### config.mk
export PLATFORM = sky130hd
export DESIGN_NAME = ps2_frame_receiver
export DESIGN_NICKNAME = d
export VERILOG_FILES = /design/src/rtl/ps2_frame_receiver_pkg.sv /design/src/rtl/ps2_rx_fifo.sv /design/src/rtl/ps2_frame_receiver.sv
export SDC_FILE = /design/constraint.sdc
export NUM_CORES = 1
export LEC_CHECK = 0
export ABC_CLOCK_PERIOD_IN_PS = 2600
export BUFFER_PORTS_ARGS = -buffer_cell sky130_fd_sc_hd__buf_4
export CAP_MARGIN = 20
export CORE_MARGIN = 3
export CORE_UTILIZATION = 60
export DETAILED_ROUTE_END_ITERATION = 16
export PLACE_DENSITY = 0.76
export SLEW_MARGIN = 20
export SYNTH_ARGS = -nofsm -noshare
export SYNTH_HDL_FRONTEND = slang
export SYNTH_SLANG_ARGS = --single-unit
### constraint.sdc
create_clock -name CLK -period 2.6 [get_ports CLK]
set_input_delay 0.26 -clock CLK [delete_from_list [all_inputs] [get_ports CLK]]
set_output_delay 0.26 -clock CLK [all_outputs]
set_load 0.03 [all_outputs]
### src/rtl/ps2_frame_receiver_pkg.sv
// PS/2 frame receiver shared types.
// FSM state encoding and default parameter values.
package ps2_frame_receiver_pkg;

  typedef enum logic [1:0] {
    IDLE   = 2'd0,
    DATA   = 2'd1,
    PARITY = 2'd2,
    STOP   = 2'd3
  } state_t;

  localparam int DEF_DATA_BITS      = 8;
  localparam int DEF_FIFO_DEPTH     = 4;
  localparam int DEF_TIMEOUT_CYCLES = 5000;
  localparam int DEF_ODD_PARITY     = 1;

endpackage

### src/rtl/ps2_rx_fifo.sv
// Received-word buffer for the PS/2 receiver.
// Registered write, head word shown combinationally, zero when empty.
module ps2_rx_fifo #(
  parameter int WIDTH = 8,
  parameter int DEPTH = 4
) (
  input  logic             clk,
  input  logic             rst,
  input  logic             push,
  input  logic             pop,
  input  logic [WIDTH-1:0] din,
  output logic [WIDTH-1:0] dout,
  output logic             full,
  output logic             empty
);

  localparam int AW = $clog2(DEPTH);

  logic [WIDTH-1:0] mem [DEPTH];
  logic [AW-1:0]    wptr;
  logic [AW-1:0]    rptr;
  logic [AW:0]      count;
  logic             do_push;
  logic             do_pop;

  assign empty   = (count == '0);
  assign full    = (count == (AW+1)'(DEPTH));
  assign do_pop  = pop && !empty;
  assign do_push = push && (!full || do_pop);
  assign dout    = empty ? '0 : mem[rptr];

  always_ff @(posedge clk or posedge rst) begin
    if (rst) begin
      wptr  <= '0;
      rptr  <= '0;
      count <= '0;
    end else begin
      if (do_push) wptr <= wptr + 1'b1;
      if (do_pop)  rptr <= rptr + 1'b1;
      count <= count + (AW+1)'(do_push) - (AW+1)'(do_pop);
    end
  end

  always_ff @(posedge clk) begin
    if (do_push) mem[wptr] <= din;
  end

endmodule

### src/rtl/ps2_frame_receiver.sv
// PS/2 device-to-host frame receiver.
// Synchronises the lines, deframes on falling edges, buffers good words.
module ps2_frame_receiver
  import ps2_frame_receiver_pkg::*;
#(
  parameter int DATA_BITS      = DEF_DATA_BITS,
  parameter int FIFO_DEPTH     = DEF_FIFO_DEPTH,
  parameter int TIMEOUT_CYCLES = DEF_TIMEOUT_CYCLES,
  parameter int ODD_PARITY     = DEF_ODD_PARITY
) (
  input  logic                 CLK,
  input  logic                 Reset,
  input  logic                 PS2Clk,
  input  logic                 PS2Data,
  output logic [DATA_BITS-1:0] DataOut,
  output logic                 Valid,
  input  logic                 Ready,
  output logic                 ParityErr,
  output logic                 FrameErr,
  output logic                 Overflow,
  output logic                 Busy
);

  localparam int BW = (DATA_BITS > 1) ? $clog2(DATA_BITS) : 1;
  localparam int TW = $clog2(TIMEOUT_CYCLES + 1);
  localparam logic [BW-1:0] LAST = BW'(DATA_BITS - 1);
  localparam logic [TW-1:0] TLIM = TW'(TIMEOUT_CYCLES - 1);

  state_t               state;
  logic [BW-1:0]        bitcnt;
  logic [TW-1:0]        tcnt;
  logic [DATA_BITS-1:0] payload;
  logic                 par_bit;
  logic                 c1, c2, cprev;
  logic                 d1, d2;
  logic                 fall;
  logic                 stop_eval;
  logic                 par_ok;
  logic                 popping;
  logic                 push;
  logic                 full;
  logic                 empty;

  always_ff @(posedge CLK or posedge Reset) begin
    if (Reset) begin
      c1    <= 1'b1;
      c2    <= 1'b1;
      cprev <= 1'b1;
      d1    <= 1'b1;
      d2    <= 1'b1;
    end else begin
      c1    <= PS2Clk;
      c2    <= c1;
      cprev <= c2;
      d1    <= PS2Data;
      d2    <= d1;
    end
  end

  assign fall      = cprev && !c2;
  assign stop_eval = fall && (state == STOP);
  assign par_ok    = ((^payload) ^ par_bit) == (ODD_PARITY != 0);
  assign popping   = Valid && Ready;
  assign push      = stop_eval && d2 && par_ok && (!full || popping);
  assign Valid     = !empty;
  assign Busy      = (state != IDLE);

  always_ff @(posedge CLK or posedge Reset) begin
    if (Reset) begin
      state     <= IDLE;
      bitcnt    <= '0;
      tcnt      <= '0;
      payload   <= '0;
      par_bit   <= 1'b0;
      ParityErr <= 1'b0;
      FrameErr  <= 1'b0;
      Overflow  <= 1'b0;
    end else begin
      ParityErr <= 1'b0;
      FrameErr  <= 1'b0;
      Overflow  <= 1'b0;
      if (state == IDLE) begin
        tcnt <= '0;
        if (fall && !d2) begin
          state   <= DATA;
          bitcnt  <= '0;
          payload <= '0;
        end
      end else if (fall) begin
        tcnt <= '0;
        case (state)
          DATA: begin
            payload[bitcnt] <= d2;
            if (bitcnt == LAST) state <= PARITY;
            else bitcnt <= bitcnt + 1'b1;
          end
          PARITY: begin
            par_bit <= d2;
            state   <= STOP;
          end
          STOP: begin
            state <= IDLE;
            if (!d2) FrameErr <= 1'b1;
            else if (!par_ok) ParityErr <= 1'b1;
            else if (full && !popping) Overflow <= 1'b1;
          end
          default: state <= IDLE;
        endcase
      end else if (tcnt == TLIM) begin
        // Device stalled mid-frame: abandon the partial word
        state   <= IDLE;
        tcnt    <= '0;
        payload <= '0;
        FrameErr <= 1'b1;
      end else begin
        tcnt <= tcnt + 1'b1;
      end
    end
  end

  ps2_rx_fifo #(
    .WIDTH (DATA_BITS),
    .DEPTH (FIFO_DEPTH)
  ) u_fifo (
    .clk   (CLK),
    .rst   (Reset),
    .push  (push),
    .pop   (popping),
    .din   (payload),
    .dout  (DataOut),
    .full  (full),
    .empty (empty)
  );

endmodule

==> results by group <==
Yosys
  • Post-synth EDFFs: 32
  • Ys flop type: dfrtp_1
  • Largest family of logic cells by synthesized area: simple AND/OR/NAND/NOR gates
  • Synth area leaders: edfxtp_1 28%, dfrtp_1 27%, mux4_2 5.2%
  • Mapped Avg Cell Area: 13.5 sq um
  • Synth Area in Adders: 5.29%
  • Mux cell area share after synthesis: 6.81%
  • Synth Cell Area: 0.00345 sq mm
  • Post-synthesis sequential area ratio: 58.5%
  • Syn nets: 274
  • Synth area leader: edfxtp_1
  • Post-synthesis compound-gate area fraction: 7.65%
  • Yosys Warn Count: 0
  • Ys async rst share: 56.8%
  • XOR/XNOR Fraction of Synth Area: 5.87%
  • Synth Register Bits: 74
  • Post-synth cell types: 45
  • Post-Syn Instances: 255
  • Top cell type's share of synthesized area: 27.8%
  • Simple logic cell fraction of the synthesized area: 13.0%

Floorplanning
  • Die X-Extent: 81.9 um
  • Ports: 18
  • Die height: 81.9 um
  • Initial core utilization: 64.7%
  • Core Box Area: 0.00534 sq mm
  • Full die area: 0.00670 sq mm
  • Rows: 26

STA
  • Final Hold Vio Count: 0
  • Final Skew: 0.00896 ns
  • Slew Limit Fails: 0
  • Setup TNS: 0 ns
  • Unrepaired setup endpoints after global routing: false
  • Final setup viols: 0
  • Fmax: 425 MHz
  • Worst-margin pin slew: 0.555 ns
  • Final period util: 90.4%
  • Tmin final: 2.35 ns
  • Hold slack: 0.0178 ns
  • Max_slew headroom: 63.0%

GRT
  • Global Route Usage Sum: 20.2%
  • Antenna violations before repair: 0
  • First-pass GRT wire length: 9890 um
  • Number of global-route vias before repair: 2036
  • Largest net degree at the start of global routing: 43
  • GR Overflow Total: 0

Placed design
  • IO buf count: 17
  • Placed Area: 0.00367 sq mm
  • Detailed placement HPWL: 4030 um
  • RD Place Congestion: 0.766

Clocking
  • Clk_lat worst skew: 0.34 ns
  • TritonCTS Buffers: 9
  • Cts hold-fix bufs: 0
  • Post-CTS setup buffers: 0
  • Total of cells resized after clock tree synthesis: 0
  • Root Driver: clkbuf_8
  • CTS sink cnt: 74
  • CTS tree: built
  • H-tree depth: 3
  • Clock transition at path regs: 0.08 ns
  • CTS max path bufs: 2

Detailed routing
  • Drt first-iter violations: 121
  • Average wire per cell in the routed design: 16.1 um
  • Total Wirelength: 5720 um
  • DR vias: 2019
  • Routed Antenna Nets: 0
  • DRC: 0
  • Vias per cell: 5.69
  • First-pass DRT Iterations: 4

Job
  • MaxCap Viol Count: 0

Finish
  • Filler Cells Inserted: 368
  • Layout Cell Area excl Fill: 0.00386 sq mm
  • Layout cell share with drive strength beyond 1: 20.7%
  • Most common cell after layout, fill and taps aside: dfrtp_1
  • Synthesis-to-finish area growth: 11.8%
  • # diodes: 0
  • Commonest cells after routing, fill and taps aside: 37 x dfrtp_1, 32 x edfxtp_1, 23 x buf_4
  • Fin nets: 299

Setup path
  • RR Startpoint: u_fifo.count[1]$_DFF_PP0_
  • Crit path kind: register to register
  • CP Data Arrival Time: 2.58 ns
  • Register-to-register setup slack: 0.25 ns
  • Crit end category: register
  • FF-to-FF End: u_fifo.count[2]$_DFF_PP0_
  • CP Launch Type: register
  • Worst Path Required: 2.83 ns
  • Slowest CP cell: or4b_1
  • Top delay family on crit path: simple AND/OR/NAND/NOR gates
  • R2R cell count: 6
  • CP Max Fanout: 7
  • Largest stage delay on the critical path: 0.58 ns
  • Crit path buffers/inverters: 0
  • Crit-path cells: or4b_1, nor4b_1, mux2_2, ha_1, fa_1, xnor2_1

Power and ir drop
  • Max IR drop VDD: 0.713 mV
  • Switching power share of the total: 35.1%
  • Gate power share: 33.9%
  • Clock share of power: 23.4%
  • Pleak: 1.57 nW
  • Pwr dens: 944 mW/mm^2
  • Seq pwr share: 42.7%
  • Net Switching: 1.28 mW
  • Tot Pwr: 3.65 mW
  • Internal Pwr Total: 2.36 mW

Hold path
  • Worst Hold Depth: 1
  • Critical hold path startpoint: PS2Clk
  • Hold EP: c1$_DFF_PP1_
  • HP Class: primary input to register

Outcome
  • Status: completed
==> metal layers <==
layer | GRT usage [%] | up-vias | part of all wire, %
met5 | 0 | - | 0
met1 | 27.1 | 981 | 47
met2 | 31.7 | 39 | 47
met4 | 9.30 | 0 | 2.0
li1 | - | 986 | -
met3 | 4.50 | 13 | 3.9
==> kinds of logic (layout without fill, tap and decap cells) <==
logic type | count (synthesis) | count (layout)
simple gates | 74 | 74
compound gates | 36 | 36
buf+inv | 24 | 54
fa+ha+maj | 14 | 14
mux | 13 | 13
xor+xnor | 20 | 20
flops | 74 | 74
==> state kept, by name, indices dropped and copies added (netlist names), 2 cells and up <==
signal and flops:
bitcnt 3, payload 8, state 2, tcnt 13, u_fifo.count 3, u_fifo.mem 32
u_fifo.rptr 2, u_fifo.wptr 2
==> power groups by stage <==
stage | combinational [mW] | sequential, mW | clock [mW]
6_report | 1.24 | 1.56 | 0.854
4_1_cts | 1.25 | 1.56 | 0.871
3_3_place_gp | 1.22 | 1.57 | 0
3_5_place_dp | 1.24 | 1.58 | 0
2_1_floorplan | 1.03 | 1.44 | 0
5_1_grt | 1.35 | 1.59 | 0.927
==> how the worst max path moves through the flow <==
stage | endpoint | start | slack, ns | cells after the start
floorplan | u_fifo.count[2]$_DFF_PP0_ | u_fifo.count[2]$_DFF_PP0_ | 0.24 | 8
global placement | u_fifo.count[2]$_DFF_PP0_ | payload[0]$_DFFE_PP0P_ | 0.33 | 6
detailed placement | u_fifo.count[2]$_DFF_PP0_ | payload[3]$_DFFE_PP0P_ | 0.26 | 6
CTS | u_fifo.count[2]$_DFF_PP0_ | payload[3]$_DFFE_PP0P_ | 0.25 | 6
global route | u_fifo.count[2]$_DFF_PP0_ | payload[3]$_DFFE_PP0P_ | 0.16 | 6
finish | u_fifo.count[2]$_DFF_PP0_ | u_fifo.count[1]$_DFF_PP0_ | 0.25 | 6
==> stage by stage <==
stage / utilization (%) / setup WS [ns] / std cells
after detailed placement: 68.7 / 0.260 / 339
after global placement: 68.7 / 0.327 / 339
after floorplan: - / 0.242 / 255
final: 72.3 / 0.249 / 355
after CTS: 72.3 / 0.245 / 355
after global routing: 72.3 / 0.158 / 355
==> final cells by class <==
cell class              count  area (sq um)  area share (%)
flip-flops and latches     74          2020            52.3
clock inverters             7          68.8            1.78
inverters                  15          56.3            1.46
clock buffers               9           124            3.21
multi-input cells         157          1330            34.5
well taps                  70          87.6            2.27
repair buffers             23           173            4.47
==> synth_stat cells, drive strengths merged (6+ instances only) <==
cell / instances
nand3: 6
edfxtp: 32
xnor2: 13
o31ai: 10
ha: 13
nor2: 14
o21ai: 9
mux4: 8
inv: 15
dfrtp: 37
and2: 14
nand2: 8
No activity file was read; power rests on OpenSTA's default activity.
